[src/rtl/ysyx_25060170_alu_issue_if.sv]
// Handshake bundle between register read, the ALU issue buffer and the execute stage.
// The slave modport is the issue block; the master modport is its surrounding pipeline.
interface ysyx_25060170_alu_issue_if;
  logic        in_valid;
  logic        in_ready;
  logic [31:0] inst;
  logic [31:0] pc;
  logic [31:0] rs1_val;
  logic [31:0] rs2_val;
  logic        out_valid;
  logic        out_ready;
  logic [3:0]  alu_op;
  logic [31:0] sr1;
  logic [31:0] sr2;
  logic        br_inv;
  logic        illegal;

  modport master (
    output in_valid, inst, pc, rs1_val, rs2_val, out_ready,
    input  in_ready, out_valid, alu_op, sr1, sr2, br_inv, illegal
  );

  modport slave (
    input  in_valid, inst, pc, rs1_val, rs2_val, out_ready,
    output in_ready, out_valid, alu_op, sr1, sr2, br_inv, illegal
  );
endinterface

[src/rtl/ysyx_25060170_alu_issue.sv]
// Decodes one RV32I instruction per handshake into ALU opcode/operands and
// holds the results in a registered 2-entry FIFO feeding the ALU inputs.
module ysyx_25060170_alu_issue (
  input logic                      clk,
  input logic                      rst_n,
  ysyx_25060170_alu_issue_if.slave bus
);
  typedef struct packed {
    logic [3:0]  alu_op;
    logic [31:0] sr1;
    logic [31:0] sr2;
    logic        br_inv;
    logic        illegal;
  } entry_t;

  localparam logic [3:0] OP_ADD = 4'd0;
  localparam logic [3:0] OP_SUB = 4'd1;
  localparam logic [3:0] OP_OR  = 4'd2;
  localparam logic [3:0] OP_AND = 4'd3;
  localparam logic [3:0] OP_EQ  = 4'd4;
  localparam logic [3:0] OP_LTU = 4'd5;

  function automatic logic signed [31:0] sext12(input logic [11:0] v);
    return $signed({{20{v[11]}}, v});
  endfunction

  function automatic entry_t mk(input logic [3:0] op, input logic [31:0] a,
                                input logic [31:0] b, input logic inv);
    entry_t e;
    e.alu_op  = op;
    e.sr1     = a;
    e.sr2     = b;
    e.br_inv  = inv;
    e.illegal = 1'b0;
    return e;
  endfunction

  // Stage p0: combinational decode of the incoming bundle
  logic [6:0]         opc_p0;
  logic [2:0]         f3_p0;
  logic [6:0]         f7_p0;
  logic signed [31:0] imm_i_p0, imm_s_p0, imm_u_p0;
  logic [31:0]        a_p0, b_p0, ui_p0, us_p0, uu_p0;
  entry_t             ent_p0;
  entry_t             ill_p0;
  logic               vld_p0;

  assign opc_p0   = bus.inst[6:0];
  assign f3_p0    = bus.inst[14:12];
  assign f7_p0    = bus.inst[31:25];
  assign imm_i_p0 = sext12(bus.inst[31:20]);
  assign imm_s_p0 = sext12({bus.inst[31:25], bus.inst[11:7]});
  assign imm_u_p0 = $signed({bus.inst[31:12], 12'b0});
  assign a_p0     = bus.rs1_val;
  assign b_p0     = bus.rs2_val;
  assign ui_p0    = $unsigned(imm_i_p0);
  assign us_p0    = $unsigned(imm_s_p0);
  assign uu_p0    = $unsigned(imm_u_p0);
  assign ill_p0   = '{alu_op: 4'd0, sr1: 32'd0, sr2: 32'd0, br_inv: 1'b0, illegal: 1'b1};

  always_comb begin
    ent_p0 = ill_p0;
    case (opc_p0)
      7'b0110011: begin
        if (f7_p0 == 7'b0000000) begin
          case (f3_p0)
            3'b000:  ent_p0 = mk(OP_ADD, a_p0, b_p0, 1'b0);
            3'b110:  ent_p0 = mk(OP_OR,  a_p0, b_p0, 1'b0);
            3'b111:  ent_p0 = mk(OP_AND, a_p0, b_p0, 1'b0);
            3'b011:  ent_p0 = mk(OP_LTU, a_p0, b_p0, 1'b0);
            default: ent_p0 = ill_p0;
          endcase
        end else if (f7_p0 == 7'b0100000 && f3_p0 == 3'b000) begin
          ent_p0 = mk(OP_SUB, a_p0, b_p0, 1'b0);
        end
      end
      7'b0010011: begin
        case (f3_p0)
          3'b000:  ent_p0 = mk(OP_ADD, a_p0, ui_p0, 1'b0);
          3'b110:  ent_p0 = mk(OP_OR,  a_p0, ui_p0, 1'b0);
          3'b111:  ent_p0 = mk(OP_AND, a_p0, ui_p0, 1'b0);
          3'b011:  ent_p0 = mk(OP_LTU, a_p0, ui_p0, 1'b0);
          default: ent_p0 = ill_p0;
        endcase
      end
      7'b0110111: ent_p0 = mk(OP_ADD, 32'd0,  uu_p0, 1'b0);
      7'b0010111: ent_p0 = mk(OP_ADD, bus.pc, uu_p0, 1'b0);
      7'b0000011: ent_p0 = mk(OP_ADD, a_p0,   ui_p0, 1'b0);
      7'b0100011: ent_p0 = mk(OP_ADD, a_p0,   us_p0, 1'b0);
      7'b1100011: begin
        case (f3_p0)
          3'b000:  ent_p0 = mk(OP_EQ,  a_p0, b_p0, 1'b0);
          3'b001:  ent_p0 = mk(OP_EQ,  a_p0, b_p0, 1'b1);
          3'b110:  ent_p0 = mk(OP_LTU, a_p0, b_p0, 1'b0);
          3'b111:  ent_p0 = mk(OP_LTU, a_p0, b_p0, 1'b1);
          default: ent_p0 = ill_p0;
        endcase
      end
      default: ent_p0 = ill_p0;
    endcase
  end

  // Stage p1: 2-entry buffer; outputs come only from registered storage
  entry_t     buf_p1 [2];
  logic       wptr_p1, rptr_p1;
  logic [1:0] cnt_p1;
  logic       vld_p1;
  logic       push, pop;

  assign vld_p0       = bus.in_valid;
  assign vld_p1       = (cnt_p1 != 2'd0);
  assign bus.in_ready = (cnt_p1 != 2'd2);
  assign push         = vld_p0 && bus.in_ready;
  assign pop          = vld_p1 && bus.out_ready;

  always_ff @(posedge clk or negedge rst_n) begin
    if (!rst_n) begin
      buf_p1[0] <= '0;
      buf_p1[1] <= '0;
      wptr_p1   <= 1'b0;
      rptr_p1   <= 1'b0;
      cnt_p1    <= 2'd0;
    end else begin
      if (push) begin
        buf_p1[wptr_p1] <= ent_p0;
        wptr_p1         <= ~wptr_p1;
      end
      if (pop) rptr_p1 <= ~rptr_p1;
      case ({push, pop})
        2'b10:   cnt_p1 <= cnt_p1 + 2'd1;
        2'b01:   cnt_p1 <= cnt_p1 - 2'd1;
        default: cnt_p1 <= cnt_p1;
      endcase
    end
  end

  assign bus.out_valid = vld_p1;
  assign bus.alu_op    = buf_p1[rptr_p1].alu_op;
  assign bus.sr1       = buf_p1[rptr_p1].sr1;
  assign bus.sr2       = buf_p1[rptr_p1].sr2;
  assign bus.br_inv    = buf_p1[rptr_p1].br_inv;
  assign bus.illegal   = buf_p1[rptr_p1].illegal;
endmodule

[src/flat_wrapper.sv]
// flat-port wrapper written by rule: the top's interface ports become plain ports
module ysyx_25060170_alu_issue_flat 
  (clk, rst_n, bus_in_valid, bus_inst, bus_pc, bus_rs1_val, bus_rs2_val, bus_out_ready, bus_in_ready, bus_out_valid, bus_alu_op, bus_sr1, bus_sr2, bus_br_inv, bus_illegal);
  ysyx_25060170_alu_issue_if bus_i ();
  input logic clk;
  input logic rst_n;
  input wire logic [$bits(bus_i.in_valid)-1:0] bus_in_valid;
  input wire logic [$bits(bus_i.inst)-1:0] bus_inst;
  input wire logic [$bits(bus_i.pc)-1:0] bus_pc;
  input wire logic [$bits(bus_i.rs1_val)-1:0] bus_rs1_val;
  input wire logic [$bits(bus_i.rs2_val)-1:0] bus_rs2_val;
  input wire logic [$bits(bus_i.out_ready)-1:0] bus_out_ready;
  output wire logic [$bits(bus_i.in_ready)-1:0] bus_in_ready;
  output wire logic [$bits(bus_i.out_valid)-1:0] bus_out_valid;
  output wire logic [$bits(bus_i.alu_op)-1:0] bus_alu_op;
  output wire logic [$bits(bus_i.sr1)-1:0] bus_sr1;
  output wire logic [$bits(bus_i.sr2)-1:0] bus_sr2;
  output wire logic [$bits(bus_i.br_inv)-1:0] bus_br_inv;
  output wire logic [$bits(bus_i.illegal)-1:0] bus_illegal;
  assign bus_i.in_valid = bus_in_valid;
  assign bus_i.inst = bus_inst;
  assign bus_i.pc = bus_pc;
  assign bus_i.rs1_val = bus_rs1_val;
  assign bus_i.rs2_val = bus_rs2_val;
  assign bus_i.out_ready = bus_out_ready;
  assign bus_in_ready = bus_i.in_ready;
  assign bus_out_valid = bus_i.out_valid;
  assign bus_alu_op = bus_i.alu_op;
  assign bus_sr1 = bus_i.sr1;
  assign bus_sr2 = bus_i.sr2;
  assign bus_br_inv = bus_i.br_inv;
  assign bus_illegal = bus_i.illegal;
  ysyx_25060170_alu_issue u_core (.clk(clk), .rst_n(rst_n), .bus(bus_i));
endmodule
[config.mk]
export PLATFORM = sky130hd
export DESIGN_NAME = ysyx_25060170_alu_issue_flat
export DESIGN_NICKNAME = d
export VERILOG_FILES = /design/src/rtl/ysyx_25060170_alu_issue_if.sv /design/src/rtl/ysyx_25060170_alu_issue.sv /design/src/flat_wrapper.sv
export SDC_FILE = /design/constraint.sdc
export NUM_CORES = 1
export LEC_CHECK = 0
export CELL_PAD_IN_SITES_DETAIL_PLACEMENT = 1
export CELL_PAD_IN_SITES_GLOBAL_PLACEMENT = 2
export CORE_ASPECT_RATIO = 1.25
export CORE_MARGIN = 2
export CORE_UTILIZATION = 29
export DETAILED_ROUTE_END_ITERATION = 12
export PLACE_DENSITY_LB_ADDON = 0.1
export SLEW_MARGIN = 15
export SYNTH_ARGS = -nofsm -noshare
export SYNTH_HDL_FRONTEND = slang
export SYNTH_SLANG_ARGS = --single-unit
[constraint.sdc]
create_clock -name clk -period 1.9 [get_ports clk]
set_input_delay 0.38 -clock clk [delete_from_list [all_inputs] [get_ports clk]]
set_output_delay 0.38 -clock clk [all_outputs]
set_load 0.005 [all_outputs]
-- Yosys cells after proc, flatten, opt, wreduce, memory -nomap -nowiden
Cells that the tools add are included.
- reductions and logical operators: 8
- magnitude comparators: 3
- equality and inequality tests: 15
- multiplexer cells: 13
- bitwise operators: 4
- $add $sub $neg: 2
- operators by type and width (kind ; count):
    $pmux 69 s4 ; 3
    $pmux 70 s7 ; 1
    $mux 70 ; 5
    $bwmux 140 ; 1
    $demux 70 s1 ; 1
    $mux 67 ; 1
    $eq 7x6->1 const B ; 4
    $eq 7x5->1 const B ; 2
    $eq 7x2->1 const B ; 1
    $eq 7x7->1 const B ; 1
    $logic_not 7->1 ; 1
    $eq 3x3->1 const B ; 2
    $ge 2x2->1 const B ; 2
    $logic_and 1x1->1 ; 4
    $not 1->2 ; 2
    $pmux 2 s2 ; 1
    $reduce_bool 2->1 ; 2
    $eq 3x1->1 const B ; 1
    $eq 3x2->1 const B ; 1
    $logic_not 3->1 ; 1
    $add 2x1->2 const B ; 1
    $eq 2x1->1 const B ; 1
    $eq 2x2->1 const B ; 1
    $lt 2x1->1 const B ; 1
    other kinds (3) ; 4
- output and inout port bits: 72
- input bits: 132
- register bits after elaboration: 144
- word-level logic and storage cells: 58

-- Depth between registers and ports, before layout
Gate-level depths: netlist (run 1).
- depth in word-level cells: 6
- mapped depth: 7
- depth with buffers taken out: 6

-- Worst setup path before layout (run 1)
OpenSTA, ideal clock, no wires.
- kind: input to register
- from: in bus_inst[12]
- to: reg u_core.buf_p1[105] (netlist bit)
- setup time: 0.064 ns
- data required time: 1.836 ns
- slack: 0.065 ns
- stages: 7
- data arrival time: 1.771 ns
- path through: or3_1 > buf_6 > a21o_1 > a21o_4 > a21oi_4 > buf_6 > a21o_1
- longest elaborated chain between the ends: 6
- elaborated cells between the ends (all ways): 13
- classes of those cells: 4 x eq/ne; 7 x mux; 2 x reduce/logical
- RTL lines (item ; RTL line ; RTL):
    start: declaration ; flat_wrapper.sv:8 ; input wire logic [$bits(bus_i.inst)-1:0] bus_inst;
    parallel branches: the longest is 4 deep, another holds $mux 70 ; - ;
    $pmux 70 s7 (*) ; ysyx_25060170_alu_issue.sv:63 ; case (opc_p0)
    $bwmux 140 (*) ; ysyx_25060170_alu_issue.sv:125 ; buf_p1[wptr_p1] <= ent_p0;
    end signal: indexed assignment ; ysyx_25060170_alu_issue.sv:125 ;
    end: declaration ; ysyx_25060170_alu_issue.sv:104 ; entry_t buf_p1 [2];
Every way passes the cells marked *.
A chain may end at the register's enable or synchronous reset.

-- Final worst setup path (run 1)
- from: reg u_core.rptr_p1
- to: out bus_sr2[29]
- longest elaborated chain between the ends: 4
- RTL lines (item ; RTL line ; RTL):
    start: declaration ; ysyx_25060170_alu_issue.sv:105 ; logic wptr_p1, rptr_p1;
    start signal: assignment ; ysyx_25060170_alu_issue.sv:128 ; if (pop) rptr_p1 <= ~rptr_p1;
    $not 1->2 (implied by the code) ; ysyx_25060170_alu_issue.sv:140 ; assign bus.sr2 = buf_p1[rptr_p1].sr2;
    $mux 70 (3 in series) ; - ;
    end: declaration ; flat_wrapper.sv:17 ; output wire logic [$bits(bus_i.sr2)-1:0] bus_sr2;
Every way passes these cells. The select of a mux whose other input is x is not followed.

==> results of run 1 <==
==> area by class of cell <==
class / count / area, um^2
Sequential cell: 142 / 3557
Fill cell: 2856 / 13680
Clock inverter: 14 / 148.9
Tap cell: 335 / 419.2
Timing Repair Buffer: 317 / 3222
Clock buffer: 18 / 429.2
Multi-Input combinational cell: 589 / 3819
Inverter: 6 / 22.52
==> sequential cells by signal, summed over array words and instances, names as in the netlist <==
| register | cells |
|---|---|
| u_core.wptr_p1 | 1 |
| u_core.cnt_p1 | 2 |
| u_core.buf_p1 | 138 |
| u_core.rptr_p1 | 1 |
==> logic make-up (layout without fill, tap and decap cells) <==
kind of cell	count (synthesis)	count (layout)	synth area share, %
multiplexers	74	74	11.04
AO/OA/AOI/OAI	271	271	23.04
flip-flops	142	142	47.41
adder cells (fa/ha/maj)	2	2	0.3338
AND/OR/NAND/NOR	236	236	13.27
other	1	1	0.05004
XOR/XNOR	5	5	0.5844
buffers and inverters	65	355	4.274
==> worst min path at each step <==
stage	startpoint	cells after the start	slack (ps)	end
finish	bus_inst[13]	3	410	u_core.buf_p1[15]
floorplan	rst_n	0	80	u_core.buf_p1[0]
CTS	rst_n	2	470	u_core.buf_p1[43]
global route	bus_inst[13]	3	440	u_core.buf_p1[15]
detailed placement	rst_n	1	350	u_core.buf_p1[43]
global placement	rst_n	1	360	u_core.buf_p1[43]
==> stage by stage <==
stage	total power, uW	area, um^2	setup WS [ps]	std cells	utilization, %
after floorplan	6258	7495	65.34	796	-
after global placement	8863	10530	-564.7	1353	41.64
after detailed placement	8936	10530	-620.5	1353	41.64
after CTS	12850	11540	-288.4	1412	45.63
after global routing	13790	11620	-295.9	1421	45.93
final	13010	11620	-263.4	1421	45.93
==> worst reg2reg max path, cell delays in order (launching register included) <==
cell and delay (ps):
dfrtp_1 380, buf_4 140, nand2b_4 170, and3_1 250
nand2_1 130, a21oi_4 50, buf_12 140, buf_12 150
a21o_1 180
==> routing by layer <==
metal	track usage, %	share of wire [%]	up-vias
met2	37.04	53	137
met4	4.692	1.2	0
met5	0	0	-
li1	-	-	3330
met1	25.45	43	3362
met3	3.052	3.4	20
==> cell usage in the layout, fill, tap and decap left out, drive strengths merged, types with 20 or more instances in the layout <==
cell type / instances
a22oi: 20
mux2: 69
dfrtp: 142
clkdlybuf4s50: 114
o21ai: 95
clkbuf: 47
buf: 156
a21o: 87
nand2: 146
a21oi: 49
nor2: 60
==> power by group through the flow <==
stage | logic (uW) | clock network [uW] | registers [uW]
2_1_floorplan | 2330 | 0 | 3930
3_3_place_gp | 4810 | 0 | 4060
3_5_place_dp | 4850 | 0 | 4090
4_1_cts | 5420 | 3420 | 4010
5_1_grt | 6150 | 3540 | 4090
6_report | 5670 | 3320 | 4010
==> repair_timing <==
| item | CTS | global route |
|---|---|---|
| hold endpoints to repair | 42 | 0 |
| gates resized for setup | 300 | 52 |
| cloned | 6 | 3 |
| hold buffers | 1 | 0 |
| pin swaps | 9 | 5 |
| buffers inserted | 22 | 6 |
| setup endpoints to repair | 199 | 188 |
==> run_results.csv, run 1 <==
group,metric,value,unit
setup_path,critical_path_class,"flip-flop to primary output",
synthesis,syn_nets,930,
sta,period_needed,2163,ps
synthesis,ys_ff_latch,142,
setup_path,max_stage_delay,520,ps
setup_path,setup.worst_path.start_class,"flip-flop",
clock_tree,cts_tree,"built",
sta,hold_viol_final,0,
sta,setup_ws,-263.4,ps
outcome,violations,"negative setup slack",
synthesis,yosys.area.top_type,"dfrtp_1",
power_and_ir_drop,p_leak,0.005804,uW
setup_path,path_delay_family,"buffers and inverters",
grt,grt_antenna_before_repair,0,
synthesis,synth_cell_types,54,
setup_path,crit_slowest_cell,"dfrtp_4",
clock_tree,cts-htree-levels,4,
setup_path,critical_path.startpoint,"u_core.rptr_p1",
grt,grt.overflow.total,0,
power_and_ir_drop,netSwitchingPower,4365,uW
grt,grt_pass1_wl,42.90,mm
clock_tree,worst_skew_pair.late_latency,430,ps
synthesis,synth_edf_count,0,
layout,drive_gt1_share,28.73,%
power_and_ir_drop,p_clk_share,25.6,%
synthesis,synth_cells,796,
setup_path,crit_cells,5,
setup_path,reg2reg_depth,8,
floorplanning,rows,65,
sta,setup_violations,69,
placement,gp_congestion,0.7732,
synthesis,synth_top_area_share,47.41,%
sta,rsz0062_at_grt,"true",
synthesis,seq_area_frac_synth,47.41,%
routing,route.vias.total,6849,
setup_path,critPathCaptureType,"primary output",
routing,ant_nets,0,
routing,first_iter_violations,201,
sta,max-slew-margin-rel,66.72,%
synthesis,synth_top_cells_by_count,"nand2_1, dfrtp_1, o21ai_0",
synthesis,syn_area_per_cell,9.415,um^2
floorplanning,dieWidth,147.8,um
floorplanning,die_h,183.7,um
worst_hold_path,hp-class,"input port to flip-flop",
sta,fmaxAchievable,0.4622,GHz
layout,area_growth,55.01,%
synthesis,yosysWarningCount,0,
placement,dp_hpwl,18.62,mm
outcome,outcome,"complete, but fails checks",
setup_path,crit_top_cell,"buf_6",
clock_tree,clkTransAtPathRegs,70,ps
synthesis,ys.flop_type,"dfrtp_1",
synthesis,ys_async_sr_fraction,100.0,%
setup_path,path_cells,"buf_4 -> buf_6 -> buf_16 -> mux2_4 -> buf_6",
routing,drc,0,
setup_path,crit_path_end,"bus_sr2[29]",
power_and_ir_drop,ir_worst_vdd,0.0007577,V
routing,firstDrtPassIters,4,
power_and_ir_drop,power_frac_comb,43.6,%
floorplanning,io_pins,204,
floorplanning,core,25290,um^2
layout,layout.nets,1207,
clock_tree,cts_num_sinks,142,
routing,via_per_inst,4.820,
power_and_ir_drop,p_seq_share,30.9,%
setup_path,reg2reg_from,"u_core.cnt_p1[0]",
layout,diodes,0,
routing,routed_wl,27.45,mm
setup_path,critPathBufInv,4,
grt,grtUsageTotal,20.40,%
clock_tree,cts.path.max_buffers,2,
sta,slew_violations,0,
clock_tree,cts_buffers,17,
sta,tns,-10600,ps
job,timing.max_cap.violations,0,
setup_path,cp_max_fo,5,
setup_path,rrSetupSlack,210,ps
setup_path,r2r_end,"u_core.buf_p1[47]",
power_and_ir_drop,powerDensity,1120,nW/um^2
sta,worstMarginPinSlew,493.9,ps
synthesis,syn_area,7495,um^2
setup_path,crit_required,1520,ps
synthesis,synthTopCellsByArea,"dfrtp_1, mux2_2, a21o_1, nand2_1, o21ai_0",
clock_tree,root_buffer,"clkbuf_16",
grt,grt_max_degree,46,
power_and_ir_drop,p_int,8643,uW
routing,wire_per_inst,19.32,um
grt,grt_pass1_vias,7563,
power_and_ir_drop,switching_share,33.56,%
floorplanning,dieArea,27150,um^2
sta,finalCritPeriodShare,113.9,%
setup_path,cp.arrival,1780,ps
sta,fin_hold_ws,406.5,ps
placement,io_buffers,202,
sta,clock_skew,13.87,ps
synthesis,synth.most_common_cell,"nand2_1",
floorplanning,start_util,29.63,%
No activity file was read; power rests on OpenSTA's default activity.
==> run 2: changes to the inputs <==
Settings changed: ABC_CLOCK_PERIOD_IN_PS set to 1900, CORE_MARGIN 2 to 3, MAX_ROUTING_LAYER set to met4.
==> run_results.csv, run 2 (synthesis gave the netlist of run 1 again) <==
group,metric,value,unit
outcome,outcome,"complete, but fails checks",
outcome,violations,"negative setup slack",
floorplanning,dieWidth,149.8,um
floorplanning,die_h,185.7,um
floorplanning,core,25370,um^2
grt,grtUsageTotal,21.46,%
clock_tree,worst_skew_pair.late_latency,420,ps
grt,grt_pass1_vias,7661,
sta,fmaxAchievable,0.4684,GHz
grt,grt_antenna_before_repair,3,
floorplanning,rows,65,
floorplanning,dieArea,27820,um^2
sta,setup_violations,69,
layout,final_cell_mix,"nand2_1, dfrtp_1, clkdlybuf4s50_1",
routing,wire_per_inst,20.18,um
setup_path,critPathCaptureType,"primary output",
setup_path,crit_required,1520,ps
floorplanning,io_pins,204,
layout,largest_register_ffs,138,
clock_tree,cts_num_sinks,142,
routing,via_per_inst,4.887,
clock_tree,cts_tree,"built",
layout,final_common_cell,"nand2_1",
routing,firstDrtPassIters,4,
worst_hold_path,hp-class,"input port to asynchronous set/reset pin",
routing,route.vias.total,6959,
grt,met1_usage,25.74,%
clock_tree,root_buffer,"clkbuf_16",
setup_path,path_cells,"buf_6 -> buf_12 -> buf_12 -> mux2_2 -> buf_6",
sta,hold_viol_final,0,
grt,grt_pass1_wl,44.42,mm
layout,regMostFlops,"u_core.buf_p1",
clock_tree,cts.path.max_buffers,2,
clock_tree,cts-htree-levels,4,
sta,clock_skew,5.281,ps
sta,period_needed,2135,ps
layout,postLayoutCoreUtil,46.16,%
grt,use_met3,3.580,%
power_and_ir_drop,powerDensity,1112,nW/um^2
grt,met2_usage,37.97,%
grt,grt_busiest_layer,"met2",
layout,reg.largest.list,"u_core.buf_p1: 138 flops, u_core.cnt_p1: 2 flops",
setup_path,critical_path_class,"flip-flop to primary output",
routing,ant_nets,0,
placement,gp_congestion,0.7604,
sta,slew_violations,0,
setup_path,max_stage_delay,520,ps
grt,grt.overflow.total,0,
clock_tree,cts_buffers,17,
placement,dp_hpwl,18.61,mm
routing,drc,0,
clock_tree,clkTransAtPathRegs,70,ps
power_and_ir_drop,p_leak,0.005807,uW
layout,area_growth,56.29,%
setup_path,cp_max_fo,6,
sta,fin_hold_ws,381.2,ps
routing,routed_wl,28.73,mm
floorplanning,start_util,29.54,%
layout,nFillCells,2876,
layout,drive_gt1_share,29.16,%
sta,setup_ws,-234.8,ps
setup_path,crit_slowest_cell,"dfrtp_4",
power_and_ir_drop,ir_worst_vdd,0.0006100,V
layout,layout.nets,1208,
placement,io_buffers,202,
sta,rsz0062_at_grt,"true",
grt,grt_max_degree,48,
job,timing.max_cap.violations,0,
sta,finalCritPeriodShare,112.4,%
setup_path,setup.worst_path.start_class,"flip-flop",
routing,first_iter_violations,215,
setup_path,cp.arrival,1750,ps
-- run 2: cell type report --
class / instances / area (um^2) / area share [%]
diodes: 2 / 5.005 / 0.04273
clock inverters: 15 / 151.4 / 1.292
clock buffers: 17 / 425.4 / 3.632
well taps: 335 / 419.2 / 3.578
multi-input cells: 589 / 3829 / 32.69
flip-flops and latches: 142 / 3557 / 30.37
repair buffers: 318 / 3304 / 28.21
inverters: 6 / 22.52 / 0.1923
-- run 2: worst max-delay path: cells and delay by family (launching register included) --
| family | cells | cell delay (ps) |
|---|---|---|
| flops | 1 | 520 |
| mux | 1 | 270 |
| buf+inv | 4 | 540 |
-- run 2: per-stage QoR --
stage	cells	area [um^2]	total power (uW)	TNS (ps)	setup WS (ps)
2_1_floorplan	796	7495	6258	0	65.34
3_3_place_gp	1354	10510	8805	-67740	-536.4
3_5_place_dp	1354	10510	8864	-72870	-591.3
4_1_cts	1419	11660	13070	-12010	-277.6
5_1_grt	1424	11710	13800	-12370	-285.0
6_report	1424	11710	13030	-9292	-234.8
-- run 2: power by group --
part,internal (uW),switching [uW]
Sequential,3670,365
Clock,1850,1520
Combinational,3070,2550
-- run 2: worst paths after layout --
kind / from / end / slack (ps) / cells past startpoint
min in group clk: bus_inst[14] / u_core.buf_p1[16] / 470 / 3
max in group asynchronous: rst_n / u_core.buf_p1[20] / 910 / 3
worst max register to register: u_core.cnt_p1[0] / u_core.cnt_p1[1] / 160 / 6
worst max-delay path: u_core.rptr_p1 / bus_sr2[15] / -230 / 5
worst min-delay path: rst_n / u_core.buf_p1[44] / 380 / 2
worst min register to register: u_core.buf_p1[67] / u_core.buf_p1[67] / 480 / 2
-- run 2: per-layer routing --
layer,part of all wire [%],up-vias
met3,4.4,23
met5,0,-
li1,-,3337
met4,1.1,0
met1,43,3441
met2,52,158
-- run 2: timing repair --
item | 4_1_cts | 5_1_grt
endpoints found under the hold margin | 21 | 0
endpoints found under the setup margin | 198 | 120
pin swaps | 10 | 1
gates cloned | 11 | 1
buffers inserted | 22 | 3
gates resized for setup | 360 | 38
hold buffers | 1 | 0
